File: config.mk
export PLATFORM = sky130hd
export DESIGN_NAME = mux4_rr_arbiter_flat
export DESIGN_NICKNAME = d
export VERILOG_FILES = /design/src/rtl/calc_pkg.sv /design/src/rtl/mux4_rr_arbiter_if.sv /design/src/rtl/mux4_1_rtl.sv /design/src/rtl/mux4_rr_arbiter.sv /design/src/flat_wrapper.sv
export SDC_FILE = /design/constraint.sdc
export NUM_CORES = 1
export LEC_CHECK = 0
export CAP_MARGIN = 20
export CELL_PAD_IN_SITES_DETAIL_PLACEMENT = 1
export CELL_PAD_IN_SITES_GLOBAL_PLACEMENT = 1
export CORE_MARGIN = 5
export CORE_UTILIZATION = 50
export CTS_BUF_LIST = sky130_fd_sc_hd__clkbuf_4
export CTS_CLUSTER_SIZE = 10
export DETAILED_ROUTE_END_ITERATION = 8
export DONT_BUFFER_PORTS = 1
export GPL_TIMING_DRIVEN = 0
export PLACE_DENSITY = 0.9
export SLEW_MARGIN = 15
export SYNTH_ARGS = -nofsm -noshare
export SYNTH_HDL_FRONTEND = slang
export SYNTH_SLANG_ARGS = --single-unit
File: constraint.sdc
create_clock -name clk -period 4.2 [get_ports clk]
set_clock_uncertainty 0.15 [all_clocks]
set_input_delay 0.63 -clock clk [delete_from_list [all_inputs] [get_ports clk]]
set_output_delay 0.63 -clock clk [all_outputs]
set_load 0.05 [all_outputs]
File: src/rtl/calc_pkg.sv
// Shared calculator datapath constants: operand width, source count and source indices.
package calc_pkg;

  localparam int unsigned CALC_WIDTH = 16;
  localparam int unsigned NUM_SRC    = 4;
  localparam int unsigned SRC_IDX_W  = 2;

  typedef logic [SRC_IDX_W-1:0] src_idx_t;

  localparam src_idx_t SRC_RF_A = 2'd0;
  localparam src_idx_t SRC_RF_B = 2'd1;
  localparam src_idx_t SRC_IMM  = 2'd2;
  localparam src_idx_t SRC_ALU  = 2'd3;

endpackage

File: src/rtl/mux4_rr_arbiter_if.sv
// Requester/consumer bundle for the shared operand mux arbiter.
// master = operand sources and ALU input stage; slave = the arbiter.
interface mux4_rr_arbiter_if import calc_pkg::*; #(
  parameter int unsigned WIDTH = CALC_WIDTH
);

  logic [NUM_SRC-1:0] src_valid;
  logic [NUM_SRC-1:0] src_ready;
  logic [WIDTH-1:0]   d0;
  logic [WIDTH-1:0]   d1;
  logic [WIDTH-1:0]   d2;
  logic [WIDTH-1:0]   d3;
  src_idx_t           sel;
  logic               out_valid;
  logic               out_ready;
  logic [WIDTH-1:0]   out_data;
  src_idx_t           out_src;

  modport master (
    output src_valid, d0, d1, d2, d3, out_ready,
    input  src_ready, sel, out_valid, out_data, out_src
  );

  modport slave (
    input  src_valid, d0, d1, d2, d3, out_ready,
    output src_ready, sel, out_valid, out_data, out_src
  );

endinterface

File: src/rtl/mux4_1_rtl.sv
// Calculator 16-bit 4:1 operand/result mux; s picks which of d0..d3 appears on y.
module mux4_1_rtl import calc_pkg::*; #(
  parameter int unsigned WIDTH = CALC_WIDTH
) (
  input  logic [WIDTH-1:0] d0,
  input  logic [WIDTH-1:0] d1,
  input  logic [WIDTH-1:0] d2,
  input  logic [WIDTH-1:0] d3,
  input  src_idx_t         s,
  output logic [WIDTH-1:0] y
);

  // Pure combinational select.
  always_comb begin
    y = d0;
    case (s)
      SRC_RF_A: y = d0;
      SRC_RF_B: y = d1;
      SRC_IMM:  y = d2;
      SRC_ALU:  y = d3;
      default:  y = d0;
    endcase
  end

endmodule

File: src/rtl/mux4_rr_arbiter.sv
// Round-robin arbiter sharing the calculator 4:1 operand mux among four
// valid/ready requesters, with a one-deep registered output stage.
// Define ARB_FIXED_PRIO_EN to replace round-robin with fixed 0>1>2>3 priority
// (regression only; source 3 can starve). The interface WIDTH must match WIDTH.
module mux4_rr_arbiter import calc_pkg::*; #(
  parameter int unsigned WIDTH     = CALC_WIDTH,
  parameter src_idx_t    RESET_PTR = 2'd3
) (
  input  logic              clk,
  input  logic              rst,
  mux4_rr_arbiter_if.slave  bus
);

  src_idx_t         ptr;
  src_idx_t         win;
  src_idx_t         cand;
  logic             any_valid;
  logic             load_en;
  logic [WIDTH-1:0] mux_y;

  assign any_valid = |bus.src_valid;
  assign load_en   = !bus.out_valid || bus.out_ready;

  // Winner scan: walk candidates from last to first so the first valid one sticks;
  // with no request the select parks on ptr.
  always_comb begin
    win  = ptr;
    cand = ptr;
    for (int k = int'(NUM_SRC); k >= 1; k--) begin
`ifdef ARB_FIXED_PRIO_EN
      cand = SRC_IDX_W'(k - 1);
`else
      cand = ptr + SRC_IDX_W'(k);
`endif
      if (bus.src_valid[cand]) begin
        win = cand;
      end
    end
  end

  assign bus.sel       = win;
  assign bus.src_ready = (!rst && load_en && any_valid) ? (NUM_SRC'(1) << win) : '0;

  // Data path goes only through the shared mux; the arbiter just steers it.
  mux4_1_rtl #(.WIDTH(WIDTH)) u_mux (
    .d0 (bus.d0),
    .d1 (bus.d1),
    .d2 (bus.d2),
    .d3 (bus.d3),
    .s  (win),
    .y  (mux_y)
  );

  // Output stage: out_valid is the EMPTY/FULL state; load on grant, drain when idle, hold on stall.
  always_ff @(posedge clk or posedge rst) begin
    if (rst) begin
      bus.out_valid <= 1'b0;
      bus.out_data  <= '0;
      bus.out_src   <= '0;
      ptr           <= RESET_PTR;
    end else if (load_en) begin
      if (any_valid) begin
        bus.out_valid <= 1'b1;
        bus.out_data  <= mux_y;
        bus.out_src   <= win;
        ptr           <= win;
      end else begin
        bus.out_valid <= 1'b0;
      end
    end
  end

endmodule
File: src/flat_wrapper.sv
// flat-port wrapper written by rule: the top's interface ports become plain ports
module mux4_rr_arbiter_flat import calc_pkg::*;
#(
  parameter int unsigned WIDTH     = CALC_WIDTH,
  parameter src_idx_t    RESET_PTR = 2'd3
)
  (clk, rst, bus_src_valid, bus_d0, bus_d1, bus_d2, bus_d3, bus_out_ready, bus_src_ready, bus_sel, bus_out_valid, bus_out_data, bus_out_src);
  mux4_rr_arbiter_if #(.WIDTH(WIDTH)) bus_i ();
  input  logic clk;
  input  logic rst;
  input wire logic [$bits(bus_i.src_valid)-1:0] bus_src_valid;
  input wire logic [$bits(bus_i.d0)-1:0] bus_d0;
  input wire logic [$bits(bus_i.d1)-1:0] bus_d1;
  input wire logic [$bits(bus_i.d2)-1:0] bus_d2;
  input wire logic [$bits(bus_i.d3)-1:0] bus_d3;
  input wire logic [$bits(bus_i.out_ready)-1:0] bus_out_ready;
  output wire logic [$bits(bus_i.src_ready)-1:0] bus_src_ready;
  output wire logic [$bits(bus_i.sel)-1:0] bus_sel;
  output wire logic [$bits(bus_i.out_valid)-1:0] bus_out_valid;
  output wire logic [$bits(bus_i.out_data)-1:0] bus_out_data;
  output wire logic [$bits(bus_i.out_src)-1:0] bus_out_src;
  assign bus_i.src_valid = bus_src_valid;
  assign bus_i.d0 = bus_d0;
  assign bus_i.d1 = bus_d1;
  assign bus_i.d2 = bus_d2;
  assign bus_i.d3 = bus_d3;
  assign bus_i.out_ready = bus_out_ready;
  assign bus_src_ready = bus_i.src_ready;
  assign bus_sel = bus_i.sel;
  assign bus_out_valid = bus_i.out_valid;
  assign bus_out_data = bus_i.out_data;
  assign bus_out_src = bus_i.out_src;
  mux4_rr_arbiter #(.WIDTH(WIDTH), .RESET_PTR(RESET_PTR)) u_core (.clk(clk), .rst(rst), .bus(bus_i));
endmodule
==> summary by stage <==
Setup path
The startpoint of the most critical setup path is u_core.ptr[0]. The depth of the most critical reg-to-reg path is 6. The worst register-to-register path ends at u_core.bus.out_data[7]. The element type at the critical path end is an output pin. The worst setup path is launched from a flop. The arrival time at the worst endpoint is 2490 ps.

For the worst setup path, the data required time is 3420 ps. The worst register-to-register path has a setup slack of 1880 ps. The highest fanout seen on the critical path is 10. The type of the worst setup path is flop to output pin.

The launching point of the worst reg2reg path is u_core.ptr[0].

Floorplanning
The die covers 4380 µm². The initial cell density of the core is 0.521. Row generation in the floorplan step produced 20 rows. The horizontal die dimension is 66.2 µm. The y dimension of the die is 66.2 µm. The region available for standard cell placement spans 3030 µm². The number of top-level design ports is 96.

Synthesis
After synthesis, the most frequently instantiated cells are nor4_1, dfrtp_1, o21ai_0. The top flip-flop cell by instance count after synthesis is dfrtp_1. The fraction of the mapped netlist area in adder cells is 0. The share of cell area taken by muxes after synthesis is 0.156.

The fraction of synthesized cell area in xor and xnor cells is 0. The library cell occupying the most area in the post-synthesis netlist is dfrtp_1. After synthesis, the cell types taking the most area are dfrtp_1, mux2_4, o221a_1, nor4_1, a31oi_1. The yosys synthesis warning count is 0.

The share of Yosys cell area claimed by the top area cell type is 0.302. After synthesis, the netlist uses 32 different library cells. The fraction of synthesis flops using an asynchronous set or reset pin is 1.00.

The most common cell in the synthesized netlist is nor4_1. The complex-gate fraction of the synthesized area was 0.298. Of the total synthesized cell area, the portion taken by AND, OR, NAND and NOR gates is 0.140. In this run the mean area of a mapped cell was 10.3 µm². The cell area that synthesis handed to floorplanning was 1580 µm².

For this run, the register share of the synthesized area comes to 0.335. The number of nets handed over by synthesis was 224. The number of storage elements in the synthesis netlist is 21. The number of enable flip-flop cells after synthesis is 0. The largest family of logic cells by synthesized area is compound AO/OA/AOI/OAI gates.

The instance count of the mapped netlist is 153.

Detailed routing
The number of nets with antenna violations after routing is 0. The post-route DRC violation count is 0. The routed length per instance is 24.1 µm. After detailed routing, the total wire length is 4940 µm.

The routed layout has 1,411 vias. After the first detailed-routing iteration, the DRC count stood at 93. The detailed-route vias per instance is 6.88. The pre-antenna-repair detailed-routing pass consisted of 4 iterations.

Timing
The final critical delay including setup and external delays is 3270 ps. For the pin with the worst max-slew slack, the measured transition is 814 ps. Setup repair after global routing left no endpoint under its margin.

The final-report hold violation count is 0. The total setup violations reported at the end of the flow is 0. Setup total negative slack on the finished layout was measured at 0 ps.

The final count of pins violating max slew came to 0. The worst slew margin relative to its limit is 0.457. The fraction of the cycle the final worst path needs is 0.778. The fmax is 306 MHz.

Layout
The area growth from synthesis to layout is 8.89%. The number of antenna diodes in the final layout is 0. The final layout contains 233 nets. Of the cells placed in the final design, the portion with a size suffix greater than 1 is 0.298. The final design instance area without fill is 1720 µm².

Min path
The class of the tightest hold or removal check is input pin to asynchronous set/reset pin.

Clocking
In this run the clock root is driven by a clkbuf_4. The insertion delay to the later sink of the worst-skew pair is 310 ps. The hold buffer count at CTS is 0. The clock tree from TritonCTS is yes.

In this run the number of H-tree levels came out at 1. Once the clock tree was built, the resizer swapped 0 gates to a different size. The number of sinks on the clock net is 21. Buffers added to address setup during post-CTS repair amount to 0. The maximum buffer depth of the clock tree is 2.

The register clock-pin slew on the reported worst setup and hold paths is 120 ps. Counting the buffers created by CTS gives 3.

Pwr
For this design the static power due to leakage is 0.645 nW. The total chip power is 1.15 mW. For this design the ratio of total power to cell area is 668 nW/µm².

Across the VDD grid, the largest voltage drop is 247 µV.

Placed design
Summed over all nets, the half-perimeter wirelength after detailed placement is 3940 µm. The post-placement cell area is 1690 µm². The weighted congestion at the end of routability-driven global placement is 0.749. The number of I/O port buffers is 0.

Flow run
Max-cap violations in this run came to 0.

GRT
In the global route stage, overall resource usage came out at 0.231. The residual overflow from global routing is 0. The number of antenna violations at the first check in global routing came to 0. The first global-routing pass estimated 7760 µm of wire. The number of global-route vias before repair is 1,538. The maximum number of pins on one net before global-route repair is 22.

Status
The run finished with clean final reports.
through the flow:
step | util | instances | setup slack, ps | hold slack [ps]
detailed placement | 0.557 | 201 | 1160 | 415
CTS | 0.567 | 205 | 926 | 212
floorplan | - | 153 | 248 | 390
finish | 0.567 | 205 | 934 | 193
global route | 0.567 | 205 | 790 | 253
global placement | 0.539 | 197 | 128 | 398
kinds of logic after synthesis:
group                  count (synthesis)
AO/OA/AOI/OAI                         61
buffers and inverters                 18
flip-flops                            21
multiplexers                          17
AND/OR/NAND/NOR                       36
registers in the layout (all words and copies together), names as in the netlist:
register,count
u_core.bus.out_data,16
u_core.bus.out_src,2
u_core.ptr,2
u_core.bus.out_valid,1
layer usage:
layer | GRT usage | wire length (µm) | vias to the layer above
li1 | - | - | 631
met1 | 0.270 | 1860 | 706
met2 | 0.414 | 2640 | 67
met3 | 0.0408 | 359 | 7
met4 | 0.0863 | 75 | 0
met5 | 0 | 0 | -
critical path: stages (launching register included):
cell and delay, ps:
dfstp_2 600, nand2b_2 170, or2_1 110, buf_4 160, and3_1 280, inv_1 290
nor4_2 320, buf_4 250
worst max-delay path by stage:
stage          cells past startpoint               end  slack (ps)
2_1_floorplan                      7  bus_src_ready[0]         250
3_3_place_gp                       7  bus_src_ready[0]         130
3_5_place_dp                       8  bus_src_ready[1]        1160
4_1_cts                            7  bus_src_ready[2]         930
5_1_grt                            7  bus_src_ready[2]         790
6_report                           7  bus_src_ready[2]         930
report_power, final:
group | leakage (nW) | internal (mW) | switching (mW)
Clock | 0.0184 | 0.0436 | 0.0637
Sequential | 0.228 | 0.273 | 0.298
Combinational | 0.399 | 0.215 | 0.253
cells in the final DEF (no fill, tap or decap), types with 2 or more instances in the layout:
| cell | netlist | layout |
|---|---|---|
| nor4_1 | 20 | 16 |
| nand2_1 | 6 | 6 |
| buf_2 | 3 | 3 |
| buf_6 | 3 | 3 |
| nor4_2 | 1 | 5 |
| buf_4 | 2 | 6 |
| o21a_1 | 4 | 4 |
| dfstp_2 | 2 | 2 |
| or2_1 | 2 | 2 |
| dfrtp_1 | 19 | 19 |
| o21ai_0 | 17 | 17 |
| clkbuf_1 | 5 | 5 |
| mux2_4 | 15 | 15 |
| a21oi_2 | 2 | 2 |
| a31oi_1 | 16 | 16 |
| a21o_1 | 3 | 3 |
| inv_1 | 4 | 4 |
| clkbuf_4 | 0 | 4 |
| o221a_1 | 15 | 15 |
area by class of cell:
| cell class | count | area, µm² |
|---|---|---|
| sequential | 21 | 528 |
| multi-input combinational | 114 | 961 |
| tap | 44 | 55.1 |
| buffer | 14 | 97.6 |
| fill | 348 | 1310 |
| inverter | 4 | 15.0 |
| timing repair buffer | 4 | 30.0 |
| clock buffer | 4 | 30.0 |
Note: power is estimated with default switching activity, not from simulation.
